==> src/rtl/photon_fifo_rr_arbiter.sv <==
// Packet-level round-robin merge of N_IN photon FIFO AXI-Stream channels
// into one registered stream tagged with the source channel ID.
//
// Ports:
//   clock, reset          rising-edge clock; synchronous active-high reset
//   s_tvalid/s_tready     per-channel handshake (N_IN bits each)
//   s_tdata/s_tlast       per-channel word (channel i at [i*DW +: DW]) and end of packet
//   m_tvalid/m_tready     registered output handshake
//   m_tdata/m_tlast       registered output word and end of packet
//   m_tdest               source channel of the current output word
//   busy                  high while a packet grant is held
//   stall                 downstream stall flag
//
// Optional build macro PHOTON_ARB_STALL_MON_EN adds a saturating stall
// counter; without it stall is tied low.
module photon_fifo_rr_arbiter #(
  parameter int N_IN        = 4,
  parameter int DW          = 64,
  parameter int IDW         = (N_IN > 1) ? $clog2(N_IN) : 1,
  parameter int STALL_LIMIT = 1024
) (
  input  logic              clock,
  input  logic              reset,
  input  logic [N_IN-1:0]   s_tvalid,
  output logic [N_IN-1:0]   s_tready,
  input  logic [N_IN*DW-1:0] s_tdata,
  input  logic [N_IN-1:0]   s_tlast,
  output logic              m_tvalid,
  input  logic              m_tready,
  output logic [DW-1:0]     m_tdata,
  output logic              m_tlast,
  output logic [IDW-1:0]    m_tdest,
  output logic              busy,
  output logic              stall
);

  typedef enum logic {
    IDLE,
    LOCKED
  } state_t;

  state_t state, state_next;

  logic [IDW-1:0] grant, grant_next;
  logic [IDW-1:0] ptr, ptr_next;

  logic [N_IN-1:0] rot;
  logic            found;
  logic [IDW-1:0]  pick;
  logic [IDW:0]    sum;

  logic [DW-1:0]   sel_data;
  logic            sel_valid;
  logic            sel_last;
  logic            out_free;
  logic            accept;

  // Rotate requests so bit k is channel (ptr+k) mod N_IN; the
  // lowest set bit is then the round-robin winner.
  always_comb begin
    rot   = N_IN'({s_tvalid, s_tvalid} >> ptr);
    found = 1'b0;
    pick  = '0;
    sum   = '0;
    for (int k = 0; k < N_IN; k++) begin
      if (!found && rot[k]) begin
        found = 1'b1;
        sum   = {1'b0, ptr} + (IDW+1)'(k);
        if (sum >= (IDW+1)'(N_IN)) begin
          sum = sum - (IDW+1)'(N_IN);
        end
        pick = sum[IDW-1:0];
      end
    end
  end

  // Granted-channel mux.
  always_comb begin
    sel_data  = '0;
    sel_valid = 1'b0;
    sel_last  = 1'b0;
    for (int i = 0; i < N_IN; i++) begin
      if (grant == IDW'(i)) begin
        sel_data  = s_tdata[i*DW +: DW];
        sel_valid = s_tvalid[i];
        sel_last  = s_tlast[i];
      end
    end
  end

  assign out_free = !m_tvalid || m_tready;
  assign accept   = (state == LOCKED) && sel_valid && out_free;
  assign busy     = (state == LOCKED);

  always_comb begin
    s_tready = '0;
    for (int i = 0; i < N_IN; i++) begin
      s_tready[i] = (state == LOCKED) && out_free &&
                    (grant == IDW'(i));
    end
  end

  always_comb begin
    state_next = state;
    grant_next = grant;
    ptr_next   = ptr;
    unique case (state)
      IDLE: begin
        if (found) begin
          grant_next = pick;
          state_next = LOCKED;
        end
      end
      LOCKED: begin
        if (accept && sel_last) begin
          state_next = IDLE;
          ptr_next   = (grant == IDW'(N_IN-1)) ? '0 : grant + 1'b1;
        end
      end
      default: state_next = IDLE;
    endcase
  end

  always_ff @(posedge clock) begin
    if (reset) begin
      state    <= IDLE;
      grant    <= '0;
      ptr      <= '0;
      m_tvalid <= 1'b0;
      m_tdata  <= '0;
      m_tlast  <= 1'b0;
      m_tdest  <= '0;
    end else begin
      state <= state_next;
      grant <= grant_next;
      ptr   <= ptr_next;
      if (accept) begin
        m_tvalid <= 1'b1;
        m_tdata  <= sel_data;
        m_tlast  <= sel_last;
        m_tdest  <= grant;
      end else if (m_tready) begin
        m_tvalid <= 1'b0;
      end
    end
  end

`ifdef PHOTON_ARB_STALL_MON_EN
  logic [31:0] stall_cnt, stall_cnt_next;

  always_comb begin
    stall_cnt_next = '0;
    if (m_tvalid && !m_tready) begin
      stall_cnt_next = (stall_cnt == 32'(STALL_LIMIT)) ?
                       stall_cnt : stall_cnt + 32'd1;
    end
  end

  // Registered from the next count so stall tracks the counter exactly.
  always_ff @(posedge clock) begin
    if (reset) begin
      stall_cnt <= '0;
      stall     <= 1'b0;
    end else begin
      stall_cnt <= stall_cnt_next;
      stall     <= (stall_cnt_next == 32'(STALL_LIMIT));
    end
  end
`else
  assign stall = 1'b0;
`endif

endmodule

==> config.mk <==
export PLATFORM = sky130hd
export DESIGN_NAME = photon_fifo_rr_arbiter
export DESIGN_NICKNAME = d
export VERILOG_FILES = /design/src/rtl/photon_fifo_rr_arbiter.sv
export SDC_FILE = /design/constraint.sdc
export NUM_CORES = 1
export LEC_CHECK = 0
export BUFFER_PORTS_ARGS = -buffer_cell sky130_fd_sc_hd__buf_2
export CAP_MARGIN = 20
export CORE_AREA = 2 2 134 136
export CTS_BUF_LIST = sky130_fd_sc_hd__clkbuf_8
export DETAILED_ROUTE_END_ITERATION = 10
export DIE_AREA = 0 0 136 138
export HOLD_SLACK_MARGIN = 0.05
export PLACE_DENSITY = 0.71
export SLEW_MARGIN = 10
export SYNTH_ARGS = -nofsm -noshare
export SYNTH_HDL_FRONTEND = slang
export SYNTH_SLANG_ARGS = --single-unit
export TNS_END_PERCENT = 20
==> constraint.sdc <==
create_clock -name clock -period 4.1 [get_ports clock]
set_input_delay 0.615 -clock clock [delete_from_list [all_inputs] [get_ports clock]]
set_output_delay 0.615 -clock clock [all_outputs]
set_load 0.05 [all_outputs]
After elaboration in Yosys (flattened, before gate mapping). Index checks and enable logic that the tools add are counted.

Flip-flop bits (word level): 73. Bits of input ports: 267. Output and inout bits: 74.

Muxes and demuxes: 30. Equal/unequal tests: 3. Add/sub/neg operators: 8. Shift operators: 1. Reductions and logical operators: 20. Bitwise operators: 1. Magnitude comparators: 4.

Operator list (count): $mux W64 (4); $mux W2 (9); $mux W1 (16); $logic_and A1 B1 Y1 (11); $ge A3 B3 Y1 const B (3); $shr A8 B2 Y4 (1); $sub A2 B1 Y2 const B (4); $add A2 B2 Y3 const B (2); $eq A2 B2 Y1 const B (2); $logic_not A1 Y1 (4); $reduce_and A2 Y1 (2); $add A2 B1 Y3 const B (1); $ge A2 B3 Y1 const B (1); $add A2 B1 Y2 const B (1); $eq A2 B1 Y1 const B (1); $logic_not A2 Y1 (1); $pmux W1 S2 (1); $reduce_bool A2 Y1 (1); $logic_or A1 B1 Y1 (1); $not A1 Y1 (1).

Longest topological paths before layout. Gate-level depths: netlist of the first run.

Depth in word-level cells: 13. Gate-level depth with buffers: 10. Depth with buffers taken out: 7.

Worst setup path before layout of the first run. Ideal clock, no wire load.

Kind: flip-flop to output port. Start: register grant[0]. End: output port s_tready[3]. Path slack: 1.712 ns. Path buffers: 3. Arrival time: 1.773 ns. Stages on the path, launching flop included: 6. Path through: dfxtp_1 -> ha_1 -> buf_2 -> clkbuf_1 -> clkbuf_1 -> and3_1.

Longest elaborated chain between the ends: 2.

Ends and longest elaborated chain: start: declaration (line 44) `logic [IDW-1:0] grant, grant_next;`; start signal: assignment (line 135) `grant <= grant_next;`; $eq A2 B2 Y1 (line 99) `(grant == IDW'(i));`; $logic_and A1 B1 Y1 (line 98) `s_tready[i] = (state == LOCKED) && out_free &&`; end: declaration (line 25) `output logic [N_IN-1:0] s_tready,`.

No other way between the ends.

Final worst setup path of the first run.
Start: register grant[0]. End: output port s_tready[2].

Same word-level chain as after synthesis.

==> flow_summary.yaml, run 1 <==
pwr:
  total_power_mw: 2.474
  power_density_mw_per_mm2: 358.8
  p_leak_nw: 3.092
  peakVddDrop_mv: 0.1754
placement:
  io_buffers: 339
  dpl_cell_area_mm2: 0.006698
  dp_hpwl_um: 13140
  gp_congestion: 0.8003
detailed_routing:
  wl_per_cell_um: 15.64
  postRouteAntennaNets: 0
  via_per_inst: 5.088
  drc: 0
  first_iter_violations: 227
  vias: 5994
  drt_pre_antenna_iters: 7
  wl_um: 18430
clock_network:
  clockBufferDepth: 2
  cts_root_buf: "clkbuf_8"
  path_clk_slew_ns: 0.08
  clock_latency_ns: 0.36
  cts_resized: 0
  cts_tree: "done"
  cts_setup_buffers: 0
  numCtsBuffers: 9
  holdBufCountCts: 0
  cts_sinks: 73
  cts_max_level: 3
synthesis:
  avgSynthCellArea_um2: 7.520
  synth_warnings: 0
  syn_nets: 930
  synth_cells: 659
  ys_seq_area_frac: 0.2949
  ys_ff_latch: 73
  synthesis.area_mm2: 0.004956
  synth_cell_types: 33
critical_path:
  cp_top_family: "buffers and inverters"
  crit_cells: 5
  ff2ff_path_depth: 8
  cp.buffers_inverters: 3
  required_ns: 3.48
  crit_chain: "inv_1 > ha_4 > buf_4 > and3_1 > buf_2"
  slowest_delay_ns: 0.59
  slowest_stage: "buf_4"
  endpoint_kind: "output pin"
  path_max_fanout: 68
  crit_arrival_ns: 2.65
  worstSetupStartpointType: "register"
  critPathKind: "reg2out"
die:
  die_h_um: 138
  die_w_um: 136
  num_rows: 49
  core-area_mm2: 0.01753
  start_util: 0.2826
  die-area_mm2: 0.01877
  ios: 341
cells_and_area:
  final_cell_mix: "buf_2, nor3_1, nor2b_1, dfxtp_1, nor2_1"
  layout_commonest_cell: "buf_2"
  nets: 1215
  final_util: 0.3932
  drive_above_1_share: 0.3899
  postLayoutCellArea_mm2: 0.006894
  areaGrowthSynthToFinish_pct: 39.11
  num_antenna_cells: 0
global_route:
  grt_pass1_wl_um: 27300
  grt_pass1_vias: 5403
  grt_antenna_before_repair: 2
  grt_use_total: 0.1834
  grt_max_degree: 70
  gr-total-overflow: 0
timing:
  tns_ns: 0
  max_slew_margin: 0.4468
  tightest_slew_ns: 0.8299
  hold-worst-slack_ns: 0.4471
  fmax_mhz: 306.7
  drv_slew: 0
  final.period_utilization: 0.7953
  fin_skew_ns: 0.007992
  timing.final.crit_period_ns: 3.261
  finalSetupViolCount: 0
  grt_setup_unrepaired: "false"
  hold_viol: 0
run_status:
  status: "completed"
run:
  cap_violations: 0
hold_path:
  hp-class: "reg2reg"
  hold_path_depth: 2
-- path summary, 6_finish.rpt --
path,startpoint,end,slack (ns)
setup / recovery,grant[0],s_tready[2],0.84
hold / removal,m_tdest[1],m_tdest[1],0.45
setup reg to reg,grant[0],ptr[0],1.34
hold reg to reg,m_tdest[1],m_tdest[1],0.45
-- sequential cells by signal (all words and copies together), names as in the netlist --
signal	flops
ptr	2
busy	1
grant	2
m_tlast	1
m_tvalid	1
m_tdest	2
m_tdata	64
-- layer usage --
layer  wire (um)  global-route usage
met1        7454              0.2089
met2        8936              0.3240
met4         357             0.07237
met3        1656             0.04694
met5          22                   0
-- final cells by class --
type                            instances  area, um2
Clock inverter                          6      58.81
Timing Repair Buffer                  348       1777
Tap cell                              229      286.5
Inverter                                6      22.52
Clock buffer                           10      137.6
Sequential cell                        73       1461
Multi-Input combinational cell        506       3151
Fill cell                            1852      10640
-- worst register-to-register path, stage by stage (launching register included) --
cell and delay (ns):
dfxtp_1 0.40, inv_1 0.16, ha_4 0.56, nand2b_1 0.12, and4b_1 0.27, a32oi_4 0.51
buf_12 0.36, nor2_1 0.13, o31ai_2 0.18
-- stage by stage --
stage | cells | setup slack [ns]
detailed placement | 1162 | 1.215
CTS | 1178 | 0.8063
global placement | 1162 | 1.270
finish | 1178 | 0.8393
global route | 1178 | 0.6252
floorplan | 659 | 1.712
-- synth_stat cells, drive strengths merged --
cell / number / area, um2
a211oi: 64 / 480.5
a21o: 1 / 7.510
a21oi: 13 / 65.06
a221oi: 65 / 569.3
a32o: 1 / 10.01
a32oi: 1 / 27.53
and2: 1 / 6.260
and3: 4 / 25.02
and4b: 1 / 10.01
buf: 30 / 207.7
clkbuf: 44 / 165.2
conb: 1 / 3.750
dfxtp: 73 / 1461
ha: 4 / 50.05
inv: 6 / 22.52
mux2i: 1 / 10.01
nand2: 8 / 30.03
nand2b: 2 / 12.51
nand3: 2 / 10.01
nand3b: 1 / 7.510
nor2: 68 / 255.2
nor2b: 129 / 807.0
nor3: 130 / 650.6
nor4: 1 / 6.260
o211ai: 1 / 7.510
o21ai: 4 / 20.01
o221ai: 1 / 8.760
o22ai: 1 / 6.260
o31ai: 1 / 12.51
-- cell families (layout without fill, tap and decap cells) --
logic type / Yosys count / after routing / synth area share
AO/OA/AOI/OAI: 153 / 153 / 0.2451
adder cells (fa/ha/maj): 4 / 4 / 0.01010
buffers and inverters: 80 / 370 / 0.07978
flip-flops: 73 / 73 / 0.2949
multiplexers: 1 / 1 / 0.002020
other: 1 / 1 / 0.0007567
AND/OR/NAND/NOR: 347 / 347 / 0.3673
-- power breakdown --
part / internal [mW] / switching (mW)
Combinational: 0.362 / 0.686
Sequential: 0.793 / 0.0454
Clock: 0.294 / 0.294
Total: 1.45 / 1.03
Power figures use the tool's default switching activity.
==> run 2: changes to the inputs <==
Settings changed: ABC_AREA from default to 1, CORE_AREA 2 2 134 136 to 2 2 131 133, DIE_AREA 0 0 136 138 to 0 0 133 135, PLACE_DENSITY 0.71 to 0.75.
Clock period 4.1 ns to 2.9 ns, I/O delays scaled along.
==> run 2 against run 1 <==
Effect of this change:
- clock power is 35% higher
- first-iteration DRC count increased by 82%
- clock-buffer cell count decreased by 1
- sequential power up 54%
- setup slack lost 0.32 ns
- global-route usage up 3.9 points
- die area decreased by 4.3%
- highest routed layer is now met4
==> flow_summary.yaml, run 2 <==
cells_and_area:
  num_antenna_cells: 0
  drive_above_1_share: 0.3357
  final_util: 0.4118
  final_cell_mix: "buf_2, nand2_1, o21ai_0, nor2_1, a21oi_1"
  top_register: "m_tdata"
  largest_register_ffs: 64
  nets: 1387
  areaGrowthSynthToFinish_pct: 40.92
  layout_commonest_cell: "buf_2"
die:
  die-area_mm2: 0.01796
  ios: 341
  num_rows: 47
  die_w_um: 133
  start_util: 0.2922
  die_h_um: 135
  core-area_mm2: 0.01641
timing:
  drv_slew: 0
  grt_setup_unrepaired: "false"
  final.period_utilization: 0.8211
  timing.final.crit_period_ns: 2.381
  fmax_mhz: 420.0
  tns_ns: 0
  tightest_slew_ns: 0.9782
  max_slew_margin: 0.3479
  fin_skew_ns: 0.01073
  finalSetupViolCount: 0
  hold_viol: 0
hold_path:
  hold_path_depth: 2
  hp-class: "in2reg"
  min_to: "ptr[0]"
  min_from: "reset"
global_route:
  grt_max_degree: 104
  grt_pass1_vias: 6034
  gr-total-overflow: 0
  grt_antenna_before_repair: 0
  grt_use_total: 0.2221
  grt_pass1_wl_um: 31480
critical_path:
  endpoint_kind: "register"
  required_ns: 3.15
  worstSetupStartpointType: "register"
  regToRegSetupSlack_ns: 0.52
  critPathKind: "reg2reg"
  regToRegStartpoint: "grant[1]"
  crit_arrival_ns: 2.63
  ff2ff_path_depth: 13
  worstReg2RegEnd: "ptr[1]"
  path_max_fanout: 34
synthesis:
  avgSynthCellArea_um2: 5.847
  synth_warnings: 0
  synth_cells: 820
  synth.area.top_cells: "dfxtp_1, nand2_1, o21ai_0"
  synth_common_cells: "nand2_1, o21ai_0, nor2_1"
  synth_top_area_frac: 0.3048
  synth_cell_types: 22
  async_reset_ff_frac: 0
  ys_ff_latch: 73
  synth.most_common_cell: "nand2_1"
  syn_nets: 1091
  synth_edf_count: 0
  synthesis.area_mm2: 0.004795
  synth_top_cell_by_area: "dfxtp_1"
  synthFlopType: "dfxtp_1"
  ys_seq_area_frac: 0.3048
clock_network:
  cts_setup_buffers: 0
  cts_sinks: 73
  holdBufCountCts: 0
  clockBufferDepth: 2
  clock_latency_ns: 0.37
  cts_tree: "done"
  cts_root_buf: "clkbuf_8"
  numCtsBuffers: 9
  cts_max_level: 3
  cts_resized: 0
  path_clk_slew_ns: 0.08
detailed_routing:
  via_per_inst: 4.900
  drt_pre_antenna_iters: 5
  first_iter_violations: 413
  drc: 0
  wl_per_cell_um: 15.66
  wl_um: 20980
  postRouteAntennaNets: 0
  vias: 6566
placement:
  dp_hpwl_um: 15390
  gp_congestion: 0.9358
  io_buffers: 339
pwr:
  p_leak_nw: 3.633
  power_density_mw_per_mm2: 684.3
  peakVddDrop_mv: 0.4067
run_status:
  status: "completed"
run:
  cap_violations: 0
## run 2: cell count changes after synthesis, sizes merged, moves of 65 or more
| cell | before | now |
|---|---|---|
| o21ai | 4 | 167 |
| nor2b | 129 | 0 |
| a21oi | 13 | 90 |
| a221oi | 65 | 0 |
| nor3 | 130 | 0 |
| nand2 | 8 | 257 |
## run 2: through the flow
| step | std cells | hold WS (ns) | power, mW | worst slack [ns] | area (um2) |
|---|---|---|---|---|---|
| after floorplan | 820 | 0.4702 | 3.119 | 0.5801 | 4795 |
| after global placement | 1324 | 0.4502 | 3.813 | 0.6994 | 6551 |
| after detailed placement | 1324 | 0.4557 | 3.835 | 0.5946 | 6551 |
| after CTS | 1339 | 0.3047 | 4.659 | 0.5764 | 6736 |
| after global routing | 1340 | 0.3206 | 4.973 | 0.3518 | 6756 |
| final | 1340 | 0.3341 | 4.623 | 0.5189 | 6756 |
## run 2: layout make-up
cell class	instances	area, um2
fill	1786	9651
multi-input combinational	662	2939
timing repair buffer	351	1824
sequential	73	1461
tap	220	275.3
clock buffer	9	123.9
inverter	19	71.32
clock inverter	6	61.31
## run 2: worst max-delay path by stage
stage                        start          end  slack (ns)  cells after the start
after floorplan               busy  m_tdata[12]        0.58                      7
after global placement    grant[1]       ptr[1]        0.70                     13
after detailed placement  grant[1]       ptr[0]        0.59                     13
after CTS                 grant[1]       ptr[1]        0.58                     13
after global routing      grant[1]       ptr[1]        0.35                     13
final                     grant[1]       ptr[1]        0.52                     13
## run 2: power breakdown
group | total, mW | internal, mW | switching, mW
Sequential | 1.29 | 1.19 | 0.102
Combinational | 2.54 | 0.732 | 1.81
Clock | 0.794 | 0.390 | 0.404
## run 2: kinds of logic after synthesis
kind of cell	count (synthesis)	synth area share
DFF	73	0.3048
adders and majority gates	4	0.01044
buffers and inverters	85	0.08794
xor gates and xnor gates	1	0.001827
AOI/OAI and AO/OA	271	0.2873
other	1	0.0007821
and+or+nand+nor	385	0.3069
## run 2: critical path, stage by stage, from the launching register on
cell and delay [ns]:
dfxtp_1 0.47, inv_1 0.13, ha_2 0.22, inv_2 0.06, nand2_1 0.06, inv_2 0.06
buf_4 0.38, nand2_1 0.11, nand2_1 0.07, o21ai_0 0.07, o21ai_0 0.32, nand2_1 0.18
nand2_1 0.09, a21oi_1 0.06
## run 2: per-layer routing
| layer | global-route usage | wire [um] | up-vias |
|---|---|---|---|
| met4 | 0.08124 | 522 | 0 |
| met2 | 0.3592 | 9873 | 307 |
| met1 | 0.2848 | 8999 | 2940 |
| li1 | - | - | 3281 |
| met5 | 0 | 0 | - |
| met3 | 0.05931 | 1587 | 38 |
==> run 3: changes to the inputs <==
Clock period 2.9 ns to 1.95 ns, I/O delays scaled along.
==> run 3 against run 2 <==
Effect of this change:
- clock-buffer cell count grew 2
- critical path type unchanged
- non-clock buffer count grew 16
- sequential share of layout area shrank 1.1 points
- cell count grew 1.3%
- cell area grew 5.6%
- sequential cell count is the same
- clock power grew 54%
- global-route usage shrank 1.2 points
- core utilization grew 2.3 points
- hold slack lost 0.15 ns
- largest cell class unchanged
- critical endpoint is now m_tdata[8]
- first-iteration DRC count grew 8.7%
==> flow_summary.yaml, run 3 (synthesized netlist as in run 2, its figures left out) <==
cells_and_area:
  final_cells: 1357
  largest_register_ffs: 64
  final_cell_mix: "buf_2, nand2_1, o21ai_0, nor2_1, a21oi_1"
  postLayoutCellArea_mm2: 0.007137
  layout_commonest_cell: "buf_2"
  multiInputGateArea_mm2: 0.002972
  fillers: 1747
  final_util: 0.4350
  nets: 1403
  drive_above_1_share: 0.3530
  top_register: "m_tdata"
  areaGrowthSynthToFinish_pct: 48.85
  register_area_mm2: 0.001466
critical_path:
  slowest_delay_ns: 0.39
  slowest_stage: "dfxtp_4"
  critPathKind: "reg2reg"
  path_common_cell: "inv_2"
  crit_arrival_ns: 2.13
  endpoint_kind: "register"
  path_max_fanout: 12
  regToRegSetupSlack_ns: 0.11
  worstSetupStartpointType: "register"
  required_ns: 2.24
  crit_chain: "inv_2 > ha_4 > inv_2 > nand2_1 > o21ai_2 > nand4_1 > nand2_4 > buf_4 > clkbuf_16 > o21ai_1 > a21oi_1"
placement:
  dpl_cell_area_mm2: 0.006709
  dp.cells: 1332
  io_buffers: 339
  dp_hpwl_um: 14860
  gp_congestion: 0.9122
  pre_cts_slack_ns: -0.1131
timing:
  finalSetupViolCount: 0
  tns_ns: 0
  fin_skew_ns: 0.008073
  grt_setup_unrepaired: "false"
  timing.final.crit_period_ns: 1.841
  drv_slew: 0
  fmax_mhz: 543.0
  setup_slack_ns: 0.1085
  hold_viol: 0
  final.period_utilization: 0.9443
clock_network:
  clock_latency_ns: 0.36
  numCtsBuffers: 9
  cts_max_level: 3
  cts_root_buf: "clkbuf_8"
  cts_tree: "done"
  clockBufferDepth: 2
  cts_sinks: 73
  holdBufCountCts: 0
  path_clk_slew_ns: 0.07
run_status:
  status: "completed"
run:
  cap_violations: 0
detailed_routing:
  postRouteAntennaNets: 0
  dr_wl_met2_um: 10230
  drt_pre_antenna_iters: 5
  first_iter_violations: 449
  wl_um: 21340
  vias: 6646
  via_per_inst: 4.898
  wl_per_cell_um: 15.72
  met3_length_um: 1574
  drt-met1-wl_um: 9044
  highest_layer: "met4"
  drc: 0
global_route:
  grt_pass1_vias: 6013
  grt_max_degree: 74
  grt_pass1_wl_um: 30230
  gr-total-overflow: 0
  grt_antenna_before_repair: 1
  grt_use_total: 0.2103
pwr:
  p_leak_nw: 3.798
  peakVddDrop_mv: 0.6488
  power_density_mw_per_mm2: 1021
die:
  start_util: 0.2922
  die_h_um: 135
  core-area_mm2: 0.01641
  die-area_mm2: 0.01796
  ios: 341
  die_w_um: 133
  num_rows: 47
hold_path:
  hp-class: "in2reg"
-- run 3: critical path: cells and delay by family (launching register included) --
family,cells,cell delay (ns)
DFF,1,0.39
adders and majority gates,1,0.18
AOI/OAI and AO/OA,3,0.33
and+or+nand+nor,3,0.43
buffers and inverters,4,0.45
-- run 3: worst paths after layout --
kind | cells past startpoint | startpoint | to
setup / recovery | 11 | grant[1] | m_tdata[8]
hold / removal | 2 | reset | m_tlast
setup reg to reg | 11 | grant[1] | m_tdata[8]
hold reg to reg | 2 | m_tdest[1] | m_tdest[1]
-- run 3: cell type report --
cell class              count  area share
diodes                      1   0.0003506
clock buffers              11     0.02121
clock inverters             4    0.006136
inverters                  19     0.01069
multi-input cells         662      0.4164
flip-flops and latches     73      0.2055
well taps                 220     0.03857
repair buffers            367      0.3012
-- run 3: stage by stage --
stage          hold slack, ns  power (mW)
2_1_floorplan          0.3616       4.642
3_5_place_dp           0.4484       5.799
6_report               0.1852       7.289
3_3_place_gp           0.4482       5.769
4_1_cts                0.1539       7.051
5_1_grt                0.1748       7.823
-- run 3: per-layer routing --
metal | vias up | global-route usage
li1 | 3327 | -
met1 | 2987 | 0.2599
met2 | 288 | 0.3506
met3 | 44 | 0.05518
met4 | 0 | 0.08244
met5 | - | 0
-- run 3: power by group --
part | switching (mW) | internal (mW) | leakage [nW]
Sequential | 0.151 | 1.77 | 0.599
Combinational | 2.80 | 1.35 | 3.09
Clock | 0.573 | 0.645 | 0.106
-- run 3: what timing repair did --
item | 4_1_cts | 5_1_grt
gates cloned | 0 | 6
setup buffers | 0 | 3
resized for setup | 3 | 20
pin swaps | 0 | 3
setup endpoints to repair | 6 | 72
